**config.mk**
```make
export PLATFORM = sky130hd
export DESIGN_NAME = camera_control_multi_flat
export DESIGN_NICKNAME = d
export VERILOG_FILES = /design/src/rtl/camera_control_multi_if.sv /design/src/rtl/camera_control_multi.sv /design/src/flat_wrapper.sv
export SDC_FILE = /design/constraint.sdc
export NUM_CORES = 1
export LEC_CHECK = 0
export BUFFER_PORTS_ARGS = -buffer_cell sky130_fd_sc_hd__buf_2
export CELL_PAD_IN_SITES_DETAIL_PLACEMENT = 0
export CELL_PAD_IN_SITES_GLOBAL_PLACEMENT = 1
export CORE_AREA = 5 5 67 69
export DETAILED_ROUTE_END_ITERATION = 8
export DIE_AREA = 0 0 72 74
export PLACE_DENSITY_LB_ADDON = 0.25
export SLEW_MARGIN = 15
export SYNTH_ARGS = -nofsm -noshare
export SYNTH_HDL_FRONTEND = slang
export SYNTH_SLANG_ARGS = --single-unit
```
**constraint.sdc**
```tcl
create_clock -name clk -period 3 [get_ports clk]
set_clock_uncertainty 0.05 [all_clocks]
set_input_delay 0.3 -clock clk [delete_from_list [all_inputs] [get_ports clk]]
set_output_delay 0.3 -clock clk [all_outputs]
set_load 0.02 [all_outputs]
```
**src/rtl/camera_control_multi_if.sv**
```systemverilog
// Host/sensor-side bundle for camera_control_multi: user controls in, sensor/ADC strobes out.
interface camera_control_multi_if #(
  parameter int unsigned NUM_ROWS = 2,
  parameter int unsigned EXP_W    = 5
) ();

  // Host/user controls
  logic                init;
  logic                exp_inc;
  logic                exp_dec;
  logic                continuous;
  logic                abort;

  // Sensor/ADC drive and status
  logic [NUM_ROWS-1:0] nre;
  logic                adc;
  logic                expose;
  logic                erase;
  logic                busy;
  logic                frame_done;
  logic [EXP_W-1:0]    exp_time;

  // Host side: drives the controls, observes status
  modport master (
    output init, exp_inc, exp_dec, continuous, abort,
    input  nre, adc, expose, erase, busy, frame_done, exp_time
  );

  // Controller side
  modport slave (
    input  init, exp_inc, exp_dec, continuous, abort,
    output nre, adc, expose, erase, busy, frame_done, exp_time
  );

endinterface

```
**src/rtl/camera_control_multi.sv**
```systemverilog
// Exposure + multi-row readout sequencer. One exposure of exp_time cycles, then each row gets an
// ADC_CYCLES-long nre window (with one adc strobe) followed by a gap cycle, then a one-cycle DONE.
// Every output is a flop loaded from the decoded next state, so outputs never see inputs
// combinationally.
module camera_control_multi #(
  parameter int unsigned NUM_ROWS     = 2,
  parameter int unsigned EXP_W        = 5,
  parameter int unsigned EXP_MIN      = 2,
  parameter int unsigned EXP_MAX      = 30,
  parameter int unsigned EXP_RESET    = 15,
  parameter int unsigned ADC_CYCLES   = 3,
  parameter int unsigned ADC_PULSE_AT = 1
) (
  input logic                   clk,
  input logic                   reset,
  camera_control_multi_if.slave bus
);

  localparam int unsigned RowW = (NUM_ROWS > 1) ? $clog2(NUM_ROWS) : 1;
  // Window counter runs 0..ADC_CYCLES; the value ADC_CYCLES is the gap cycle.
  localparam int unsigned WinW = $clog2(ADC_CYCLES + 1);

  localparam logic [EXP_W-1:0] ExpMin   = EXP_W'(EXP_MIN);
  localparam logic [EXP_W-1:0] ExpMax   = EXP_W'(EXP_MAX);
  localparam logic [EXP_W-1:0] ExpReset = EXP_W'(EXP_RESET);
  localparam logic [EXP_W-1:0] ExpOne   = EXP_W'(1);
  localparam logic [RowW-1:0]  LastRow  = RowW'(NUM_ROWS - 1);
  localparam logic [RowW-1:0]  RowOne   = RowW'(1);
  localparam logic [WinW-1:0]  WinGap   = WinW'(ADC_CYCLES);
  localparam logic [WinW-1:0]  WinPulse = WinW'(ADC_PULSE_AT);
  localparam logic [WinW-1:0]  WinOne   = WinW'(1);

  // Reject parameter sets that would make the sequence meaningless.
  if (NUM_ROWS < 1 || ADC_CYCLES < 1 || EXP_MIN < 1) begin : gen_bad_sizes
    $error("camera_control_multi: NUM_ROWS, ADC_CYCLES and EXP_MIN must be >= 1");
  end
  if (EXP_MIN > EXP_MAX || EXP_MAX > (2 ** EXP_W) - 1) begin : gen_bad_exp_range
    $error("camera_control_multi: need EXP_MIN <= EXP_MAX <= 2^EXP_W-1");
  end
  if (EXP_RESET < EXP_MIN || EXP_RESET > EXP_MAX) begin : gen_bad_exp_reset
    $error("camera_control_multi: EXP_RESET must lie in [EXP_MIN, EXP_MAX]");
  end
  if (ADC_PULSE_AT >= ADC_CYCLES) begin : gen_bad_pulse
    $error("camera_control_multi: ADC_PULSE_AT must be < ADC_CYCLES");
  end

  typedef enum logic [1:0] {
    StIdle,
    StCapture,
    StConvert,
    StDone
  } state_e;

  state_e              state_q, state_d;
  logic [EXP_W-1:0]    exp_time_q, exp_time_d;
  logic [EXP_W-1:0]    exp_lat_q, exp_lat_d;
  logic [EXP_W-1:0]    exp_cnt_q, exp_cnt_d;
  logic [RowW-1:0]     row_q, row_d;
  logic [WinW-1:0]     win_q, win_d;

  logic [NUM_ROWS-1:0] nre_q, nre_d;
  logic                adc_q, adc_d;
  logic                expose_q, expose_d;
  logic                erase_q, erase_d;
  logic                busy_q, busy_d;
  logic                frame_done_q, frame_done_d;

  // Next-state, exposure setting and sequencing counters.
  always_comb begin
    state_d    = state_q;
    exp_time_d = exp_time_q;
    exp_lat_d  = exp_lat_q;
    exp_cnt_d  = exp_cnt_q;
    row_d      = row_q;
    win_d      = win_q;
    unique case (state_q)
      StIdle: begin
        if (bus.init) begin
          state_d   = StCapture;
          exp_lat_d = exp_time_q;
          exp_cnt_d = '0;
        end else if (bus.exp_inc && !bus.exp_dec) begin
          if (exp_time_q < ExpMax) exp_time_d = exp_time_q + ExpOne;
        end else if (bus.exp_dec && !bus.exp_inc) begin
          if (exp_time_q > ExpMin) exp_time_d = exp_time_q - ExpOne;
        end
      end
      StCapture: begin
        if (bus.abort) begin
          state_d = StIdle;
        end else if (exp_cnt_q == exp_lat_q - ExpOne) begin
          // Counter started at 0 on entry, so this is the last exposure cycle.
          state_d = StConvert;
          row_d   = '0;
          win_d   = '0;
        end else begin
          exp_cnt_d = exp_cnt_q + ExpOne;
        end
      end
      StConvert: begin
        if (bus.abort) begin
          state_d = StIdle;
        end else if (win_q == WinGap) begin
          win_d = '0;
          if (row_q == LastRow) begin
            state_d = StDone;
          end else begin
            row_d = row_q + RowOne;
          end
        end else begin
          win_d = win_q + WinOne;
        end
      end
      StDone: begin
        if (bus.continuous) begin
          state_d   = StCapture;
          exp_lat_d = exp_time_q;
          exp_cnt_d = '0;
        end else begin
          state_d = StIdle;
        end
      end
      default: state_d = StIdle;
    endcase
  end

  // Decode the outputs for the state being entered so they can be registered.
  always_comb begin
    nre_d        = '1;
    adc_d        = 1'b0;
    expose_d     = (state_d == StCapture);
    erase_d      = (state_d == StIdle) || (state_d == StDone);
    busy_d       = (state_d != StIdle);
    frame_done_d = (state_d == StDone);
    if (state_d == StConvert && win_d != WinGap) begin
      for (int unsigned r = 0; r < NUM_ROWS; r++) begin
        nre_d[r] = (row_d != RowW'(r));
      end
      adc_d = (win_d == WinPulse);
    end
  end

  // State, counter and exposure-setting registers.
  always_ff @(posedge clk or posedge reset) begin
    if (reset) begin
      state_q    <= StIdle;
      exp_time_q <= ExpReset;
      exp_lat_q  <= '0;
      exp_cnt_q  <= '0;
      row_q      <= '0;
      win_q      <= '0;
    end else begin
      state_q    <= state_d;
      exp_time_q <= exp_time_d;
      exp_lat_q  <= exp_lat_d;
      exp_cnt_q  <= exp_cnt_d;
      row_q      <= row_d;
      win_q      <= win_d;
    end
  end

  // Output registers.
  always_ff @(posedge clk or posedge reset) begin
    if (reset) begin
      nre_q        <= '1;
      adc_q        <= 1'b0;
      expose_q     <= 1'b0;
      erase_q      <= 1'b1;
      busy_q       <= 1'b0;
      frame_done_q <= 1'b0;
    end else begin
      nre_q        <= nre_d;
      adc_q        <= adc_d;
      expose_q     <= expose_d;
      erase_q      <= erase_d;
      busy_q       <= busy_d;
      frame_done_q <= frame_done_d;
    end
  end

  assign bus.nre        = nre_q;
  assign bus.adc        = adc_q;
  assign bus.expose     = expose_q;
  assign bus.erase      = erase_q;
  assign bus.busy       = busy_q;
  assign bus.frame_done = frame_done_q;
  assign bus.exp_time   = exp_time_q;

endmodule

```
**src/flat_wrapper.sv**
```systemverilog
// flat-port wrapper written by rule: the top's interface ports become plain ports
module camera_control_multi_flat 
#(
  parameter int unsigned NUM_ROWS     = 2,
  parameter int unsigned EXP_W        = 5,
  parameter int unsigned EXP_MIN      = 2,
  parameter int unsigned EXP_MAX      = 30,
  parameter int unsigned EXP_RESET    = 15,
  parameter int unsigned ADC_CYCLES   = 3,
  parameter int unsigned ADC_PULSE_AT = 1
)
  (clk, reset, bus_init, bus_exp_inc, bus_exp_dec, bus_continuous, bus_abort, bus_nre, bus_adc, bus_expose, bus_erase, bus_busy, bus_frame_done, bus_exp_time);
  camera_control_multi_if #(.NUM_ROWS(NUM_ROWS), .EXP_W(EXP_W)) bus_i ();
  input logic clk;
  input logic reset;
  input wire logic [$bits(bus_i.init)-1:0] bus_init;
  input wire logic [$bits(bus_i.exp_inc)-1:0] bus_exp_inc;
  input wire logic [$bits(bus_i.exp_dec)-1:0] bus_exp_dec;
  input wire logic [$bits(bus_i.continuous)-1:0] bus_continuous;
  input wire logic [$bits(bus_i.abort)-1:0] bus_abort;
  output wire logic [$bits(bus_i.nre)-1:0] bus_nre;
  output wire logic [$bits(bus_i.adc)-1:0] bus_adc;
  output wire logic [$bits(bus_i.expose)-1:0] bus_expose;
  output wire logic [$bits(bus_i.erase)-1:0] bus_erase;
  output wire logic [$bits(bus_i.busy)-1:0] bus_busy;
  output wire logic [$bits(bus_i.frame_done)-1:0] bus_frame_done;
  output wire logic [$bits(bus_i.exp_time)-1:0] bus_exp_time;
  assign bus_i.init = bus_init;
  assign bus_i.exp_inc = bus_exp_inc;
  assign bus_i.exp_dec = bus_exp_dec;
  assign bus_i.continuous = bus_continuous;
  assign bus_i.abort = bus_abort;
  assign bus_nre = bus_i.nre;
  assign bus_adc = bus_i.adc;
  assign bus_expose = bus_i.expose;
  assign bus_erase = bus_i.erase;
  assign bus_busy = bus_i.busy;
  assign bus_frame_done = bus_i.frame_done;
  assign bus_exp_time = bus_i.exp_time;
  camera_control_multi #(.NUM_ROWS(NUM_ROWS), .EXP_W(EXP_W), .EXP_MIN(EXP_MIN), .EXP_MAX(EXP_MAX), .EXP_RESET(EXP_RESET), .ADC_CYCLES(ADC_CYCLES), .ADC_PULSE_AT(ADC_PULSE_AT)) u_core (.clk(clk), .reset(reset), .bus(bus_i));
endmodule
```
==> summary.md, run 1 <==
| Metric | Value |
|---|---|
| Post-synth top area cell | `dfrtp_1` |
| Post-CTS sizing | `0` |
| Tot Pwr | `between 1.5 and 2 mW` |
| Number of synthesized flops with an enable pin | `0` |
| Tcrit/Tclk final | `79.1%` |
| Bufs and invs on worst path | `1` |
| Ports | `19` |
| Width of the die | `about 72 µm` |
| Status | `complete, no violations` |
| Final Hold Viols | `0` |
| Post-detail-place hpwl | `between 2000 and 3000 µm` |
| Clock Latency Late Sink | `between 0.2 and 0.3 ns` |
| Crit-path max cell delay | `about 0.39 ns` |
| Vias in the first global route | `around 1,300` |
| Final Max Tran Viols | `0` |
| Synthesized flop and latch total | `27` |
| Number of diodes | `0` |
| Worst R2R Setup Slack | `between 0.6 and 0.7 ns` |
| Iter 0 DRT Violations | `66` |
| Final TNS setup | `0 ns` |
| First-pass GRT wire length | `just under 6000 µm` |
| Number of max-cap violations | `0` |
| Worst path slowest cell | `dfrtp_1` |
| Cells after DPL | `roughly 230` |
| Post-synth top area share | `between 30% and 40%` |
| Top post-synthesis cells by area | `dfrtp_1, ha_1, dfstp_2` |
| CP cell instances | `inv_1, ha_1, xnor2_1, a211oi_2, o211ai_1, a21oi_1, o21a_1, ha_1, o31ai_1, a21oi_1, o21ai_0` |
| Fillers | `387` |
| Leakage | `roughly 0.85 nW` |
| Most common cell after layout, fill and taps aside | `dfrtp_1` |
| Cell family with most CP delay | `compound AO/OA/AOI/OAI gates` |
| Mean post-synth cell area | `about 10 µm²` |
| CP Class | `flip-flop to flip-flop` |
| Area growth syn-to-layout | `11.3%` |
| Worst Tran Pin Value | `roughly 0.97 ns` |
| Min cycle time layout | `2.37 ns` |
| Total gr overflow | `0` |
| Worst slew margin | `a little over a third` |
| Worst EP required | `around 3.2 ns` |
| Fin cells | `between 200 and 250` |
| Post-CTS Setup Repair Bufs | `0` |
| WL/cell | `~14 µm` |
| VDD IR max | `between 0.4 and 0.5 mV` |
| Async S/R FF share, synth | `100%` |
| Drt drc | `0` |
| Clock Tree Buf Depth | `2` |
| CTS Buf Count | `3` |
| Core ar. | `a little under 0.004 mm²` |
| Achievable Freq | `roughly 0.42 GHz` |
| Seq/Total Area, Yosys | `between 40 and 50%` |
| Commonest non-fill, non-tap cells in the layout | `dfrtp_1, nand2_1, buf_2, ha_1, inv_1` |
| Syn Nets | `185` |
| Clock transition at path regs | `0.10 ns` |
| Worst R2R Start | `u_core.exp_lat_q[0]` |
| Port Buf Inserts | `18` |
| Die area | `0.00533 mm²` |
| DIE HEIGHT | `approximately 74 µm` |
| CTS tree | `done` |
| Crit Path Max Fanout | `3` |
| Drt first pass iters | `4` |
| GP Congestion | `0.820` |
| Synth unique cells | `around 40` |
| Starting Density | `between 40% and 50%` |
| Synthesized area | `roughly 0.0017 mm²` |
| Maximum number of pins on one net before global-route repair | `28` |
| Antenna violations before repair | `0` |
| Clk sinks | `27` |
| RSZ-0062 raised after global routing | `no` |
| Endpoint class of the critical path | `flip-flop` |
| WP data arrival | `between 2 and 3 ns` |
| Cts hold-fix bufs | `0` |
| Row Count | `23` |
| Crit start category | `flip-flop` |
| Reg-to-Reg End | `u_core.bus.nre[0]` |
| Setup violators final | `0` |
| Final Worst Setup Slack | `between 0.6 and 0.7 ns` |
| H-Tree Depth | `1` |
| Tot GR Track Use | `14.2%` |
| Post-DRT Antenna Nets | `0` |
| Vias/cell | `5.28` |
| Share of cells above drive strength 1 | `20.8%` |
| Final net count | `207` |
| Vias | `1,230` |
| Synth Instances | `between 150 and 200` |
| Final WL | `between 3000 and 4000 µm` |
| Primary FF master, synth | `dfrtp_1` |
| Reg2reg path depth | `11` |
| Synth warnings | `0` |
| Pre-CTS setup slack | `approximately 0.64 ns` |
| Worst hold path type | `primary input to asynchronous set/reset pin` |
| Power Density | `a little under 1000 mW/mm²` |
| Clock tree root buffer cell | `clkbuf_8` |
## Yosys cell counts, types with 5 or more instances
master    n
dfrtp_1  20
nand2_1  18
ha_1     15
inv_1    14
o21ai_0  11
dfstp_2   7
a21oi_1   6
nor2_1    6
xnor2_1   6
xor2_1    5
## through the flow
step                      cell area, µm²  hold slack [ns]  util (%)
after CTS                           1840            0.246      47.8
after global routing                1840            0.123      47.8
after floorplan                     1660            0.298         -
final                               1840           0.0619      47.8
after global placement              1800            0.430      46.6
after detailed placement            1800            0.460      46.6
## report_power, final
group | switching (mW) | internal, mW
Sequential | 0.152 | 0.520
Combinational | 0.525 | 0.407
Clock | 0.118 | 0.0933
## area by class of cell
cell class / instances / area (µm²) / area share (%)
multi-input cells: 120 / 907 / 49.2
repair buffers: 18 / 90.1 / 4.89
inverters: 14 / 52.6 / 2.85
flip-flops and latches: 27 / 684 / 37.1
well taps: 50 / 62.6 / 3.39
clock inverters: 1 / 5.00 / 0.272
clock buffers: 3 / 41.3 / 2.24
## metal layers
metal  share of wire [%]  global-route usage, %
met5                   0                      0
met3                 4.2                   2.84
met2                  47                   24.0
met4                 1.6                   5.01
met1                  48                   18.4
## registers in the layout, summed over array words and instances (netlist names)
name,cells
u_core.bus.busy,1
u_core.state_q,2
u_core.exp_lat_q,5
u_core.win_q,2
u_core.exp_cnt_q,5
u_core.row_q,1
u_core.bus.expose,1
u_core.bus.nre,2
u_core.bus.adc,1
u_core.bus.erase,1
u_core.bus.frame_done,1
u_core.bus.exp_time,5
## worst reg2reg max path, delay by kind of cell (launching register included)
kind	cells	cell delay, ns
AO/OA/AOI/OAI	7	1.16
adder cells (fa/ha/maj)	2	0.50
flip-flops	1	0.39
XOR/XNOR	1	0.14
buffers and inverters	1	0.07
## kinds of logic after synthesis
kind of cell | after synthesis | synth area share [%]
xor+xnor | 11 | 5.82
buf+inv | 15 | 3.85
simple gates | 50 | 15.8
fa+ha+maj | 16 | 12.5
mux | 8 | 5.14
compound gates | 35 | 15.5
flops | 27 | 41.3
## worst max-delay path by stage
| stage | start | to | slack (ns) | cells after the start |
|---|---|---|---|---|
| 6_report | u_core.exp_lat_q[0] | u_core.bus.nre[0] | 0.63 | 11 |
| 5_1_grt | u_core.exp_lat_q[0] | u_core.bus.nre[0] | 0.43 | 11 |
| 4_1_cts | u_core.exp_lat_q[0] | u_core.bus.nre[0] | 0.63 | 11 |
| 3_5_place_dp | u_core.exp_lat_q[0] | u_core.bus.nre[0] | 0.64 | 11 |
| 3_3_place_gp | u_core.exp_lat_q[0] | u_core.bus.nre[0] | 0.75 | 11 |
| 2_1_floorplan | u_core.exp_lat_q[0] | u_core.bus.nre[0] | 0.88 | 11 |
(Power assumes the default switching activity.)
==> run 2, diff against run 1 <==
ABC_AREA = 1   (was default)
CORE_AREA = 5 5 74 76   (was 5 5 67 69)
DIE_AREA = 0 0 79 81   (was 0 0 72 74)
clock period = 2.16 ns   (was 3 ns; I/O delays follow)
==> summary.md, run 2 <==
| Metric | Value |
|---|---|
| Synth Instances | `224 (+38%)` |
| Final net count | `279 (+35%)` |
| Min cycle time layout | `1.98 ns (-0.394 ns)` |
| Synth unique cells | `28 (-32%)` |
| Setup violators final | `0 (unchanged)` |
| WHS | `0.297 ns (+0.235 ns)` |
| Row Count | `25 (+8.7%)` |
| Ports | `19 (unchanged)` |
| Worst R2R Setup Slack | `0.18 ns (-0.45 ns)` |
| Sequential share of power | `32.6% (-4.4 points)` |
| Core ar. | `0.00466 mm² (+21%)` |
| Synth warnings | `0 (unchanged)` |
| Worst hold path type | `primary input to flip-flop` |
| First-pass GRT wire length | `6000 µm (+1.8%)` |
| GP Congestion | `0.772 (-5.9%)` |
| Vias/cell | `4.56 (-14%)` |
| Iter 0 DRT Violations | `74 (+12%)` |
| Power Density | `1390 mW/mm² (+41%)` |
| Clock power share | `10.3% (-1.3 points)` |
| Footprint of the multi-input gates | `932 µm² (+2.8%)` |
| Total gr overflow | `0 (unchanged)` |
| Number of max-cap violations | `0 (unchanged)` |
| CTS Buf Count | `3 (unchanged)` |
| Most common cell after layout, fill and taps aside | `nand2_1` |
| Reg-to-Reg End | `u_core.bus.nre[1]` |
| Reg2reg path depth | `18 (+7)` |
| Number of diodes | `0 (unchanged)` |
| Primary FF master, synth | `dfrtp_1` |
| Clk sinks | `27 (unchanged)` |
| Number of synthesized flops with an enable pin | `0 (unchanged)` |
| Synthesized flop and latch total | `27 (unchanged)` |
| Area growth syn-to-layout | `17.6%` |
| Post-synth top area share | `28.4% (-1.8 points)` |
| Top post-synthesis cells by area | `dfrtp_1, nand2_1, ha_1` |
| Final TNS setup | `0 ns (unchanged)` |
| VDD IR max | `0.668 mV (+52%)` |
| GR peak layer | `met2` |
| Synthesized area | `0.00176 mm² (+6.3%)` |
| Final Worst Setup Slack | `0.180 ns (-0.446 ns)` |
| P_sw | `1.38 mW (+73%)` |
| Commonest non-fill, non-tap cells in the layout | `nand2_1, inv_1, dfrtp_1, buf_2, nor2_1` |
| Sequential Area | `684 µm² (unchanged)` |
| Fillers | `463 (+20%)` |
| Crit Path Max Fanout | `4 (+1)` |
| Share of cells above drive strength 1 | `27.5% (+6.7 points)` |
| Commonest cells in the netlist | `nand2_1, inv_1, dfrtp_1` |
| Status | `complete, no violations` |
| CP cell instances | `inv_2, ha_4, inv_1, nand2_1, nand2_1, nor2_1, nand2_1, nor2_2, nand2_2, nand2_1, nand2_1, o21ai_2, a21oi_2, inv_2, ha_4, nand2_2, nand2_2, nand2_1` |
| Final Max Tran Viols | `0 (unchanged)` |
| WL/cell | `11.3 µm (-21%)` |
| Die area | `0.00640 mm² (+20%)` |
| Drt drc | `0 (unchanged)` |
| Post-synth top area cell | `dfrtp_1` |
| Pre-CTS setup slack | `0.109 ns (-0.534 ns)` |
| Final WL | `3480 µm (+5.4%)` |
| Endpoint class of the critical path | `flip-flop` |
| Clock tree root buffer cell | `clkbuf_8` |
| Worst R2R Start | `u_core.exp_lat_q[0]` |
| Crit start category | `flip-flop` |
| Min-delay src | `bus_abort` |
| Port Buf Inserts | `18 (unchanged)` |
| WP data arrival | `2.15 ns (-0.38 ns)` |
| Mean post-synth cell area | `7.85 µm² (-23%)` |
| Min-Delay Path Depth | `4` |
| Drt first pass iters | `4 (unchanged)` |
| Worst Tran Pin Value | `0.706 ns (-0.262 ns)` |
| Gate power share | `57.1% (+5.7 points)` |
| Most used cell, CP | `nand2_1` |
| Int Power | `1.51 mW (+48%)` |
| Width of the die | `79 µm (+9.7%)` |
| Maximum number of pins on one net before global-route repair | `20 (-29%)` |
| Tot GR Track Use | `11.7% (-2.5 points)` |
| Tcrit/Tclk final | `91.7% (+13 points)` |
| Achievable Freq | `0.505 GHz (+20%)` |
| Async S/R FF share, synth | `100% (unchanged)` |
| Worst slew margin | `52.9% (+18 points)` |
| Clock Tree Buf Depth | `2 (unchanged)` |
| Clock Latency Late Sink | `0.27 ns (about the same)` |
| Met2 Use GR | `17.8% (-6.1 points)` |
| DIE HEIGHT | `81 µm (+9.5%)` |
| Clock transition at path regs | `0.10 ns (about the same)` |
| CTS tree | `done` |
| Seq/Total Area, Yosys | `38.9% (-2.4 points)` |
| Grt met3 use | `2.99% (+0.16 points)` |
| Starting Density | `37.7% (-5.2 points)` |
| Post-detail-place hpwl | `2710 µm (+5.8%)` |
| Vias in the first global route | `1,304 (+3.8%)` |
| Syn Nets | `247 (+34%)` |
| H-Tree Depth | `1 (unchanged)` |
| Antenna violations before repair | `0 (unchanged)` |
| CP Class | `flip-flop to flip-flop` |
| Sw frac | `47.7% (+3.9 points)` |
| Met1 global-route usage | `16.7% (-1.6 points)` |
| Top-count cell post-synth | `nand2_1` |
| Leakage | `1.06 nW (+25%)` |
| Vias | `1,409 (+15%)` |
| Post-DRT Antenna Nets | `0 (unchanged)` |
| Hold Path End | `u_core.exp_cnt_q[1]` |
| Worst EP required | `2.33 ns (-0.82 ns)` |
| Worst path slowest cell | `dfrtp_1` |
| Crit-path max cell delay | `0.37 ns (-0.02 ns)` |
| Final Hold Viols | `0 (unchanged)` |
## run 2: kinds of logic after synthesis
logic type	share of synthesized area [%]
buffers and inverters	9.81
DFF	38.9
adders and majority gates	11.8
xor gates and xnor gates	2.49
and+or+nand+nor	26.2
AOI/OAI and AO/OA	10.7
## run 2: timing repair
item / in CTS / in global routing
setup buffers: 0 / 4
hold endpoints to repair: 9 / 0
gates resized for setup: 0 / 6
hold buffers: 1 / 0
endpoints found under the setup margin: 0 / 3
## run 2: area by class of cell
| type | count | share of cell area [%] |
|---|---|---|
| Clock buffer | 3 | 2.00 |
| Multi-Input combinational cell | 151 | 45.0 |
| Timing Repair Buffer | 28 | 8.10 |
| Sequential cell | 27 | 33.1 |
| Tap cell | 54 | 3.26 |
| Inverter | 45 | 8.16 |
| Clock inverter | 1 | 0.363 |
## run 2: power by group through the flow
stage / Clock (mW) / Sequential [mW] / Combinational (mW)
floorplan: 0 / 1.00 / 1.10
global placement: 0 / 0.952 / 1.57
detailed placement: 0 / 0.949 / 1.56
CTS: 0.314 / 0.941 / 1.57
global route: 0.336 / 0.976 / 1.90
finish: 0.296 / 0.940 / 1.65
## run 2: how the worst max path moves through the flow
| stage | from | end |
|---|---|---|
| after floorplan | u_core.exp_lat_q[0] | u_core.bus.nre[1] |
| after global placement | u_core.exp_lat_q[0] | u_core.bus.nre[1] |
| after detailed placement | u_core.exp_lat_q[0] | u_core.bus.nre[1] |
| after CTS | u_core.exp_lat_q[0] | u_core.bus.nre[1] |
| after global routing | u_core.exp_lat_q[0] | u_core.bus.nre[1] |
| final | u_core.exp_lat_q[0] | u_core.bus.nre[1] |
## run 2: metal layers
layer	vias to the layer above	routed length, µm
met3	2	109
met5	-	0
li1	762	-
met1	629	1740
met2	16	1600
met4	0	28
## run 2: worst max-delay path, delay by kind of cell (launching register included)
kind | cells | cell delay [ns]
AO/OA/AOI/OAI | 2 | 0.17
buffers and inverters | 3 | 0.19
flip-flops | 1 | 0.37
AND/OR/NAND/NOR | 11 | 0.74
adder cells (fa/ha/maj) | 2 | 0.40
## run 2: through the flow
step	utilization (%)	total power, mW	std cells	area, µm²
detailed placement	41.9	2.51	300	1950
floorplan	-	2.10	224	1760
finish	44.4	2.88	309	2070
CTS	43.1	2.82	305	2010
global placement	41.9	2.52	300	1950
global route	44.4	3.21	309	2070
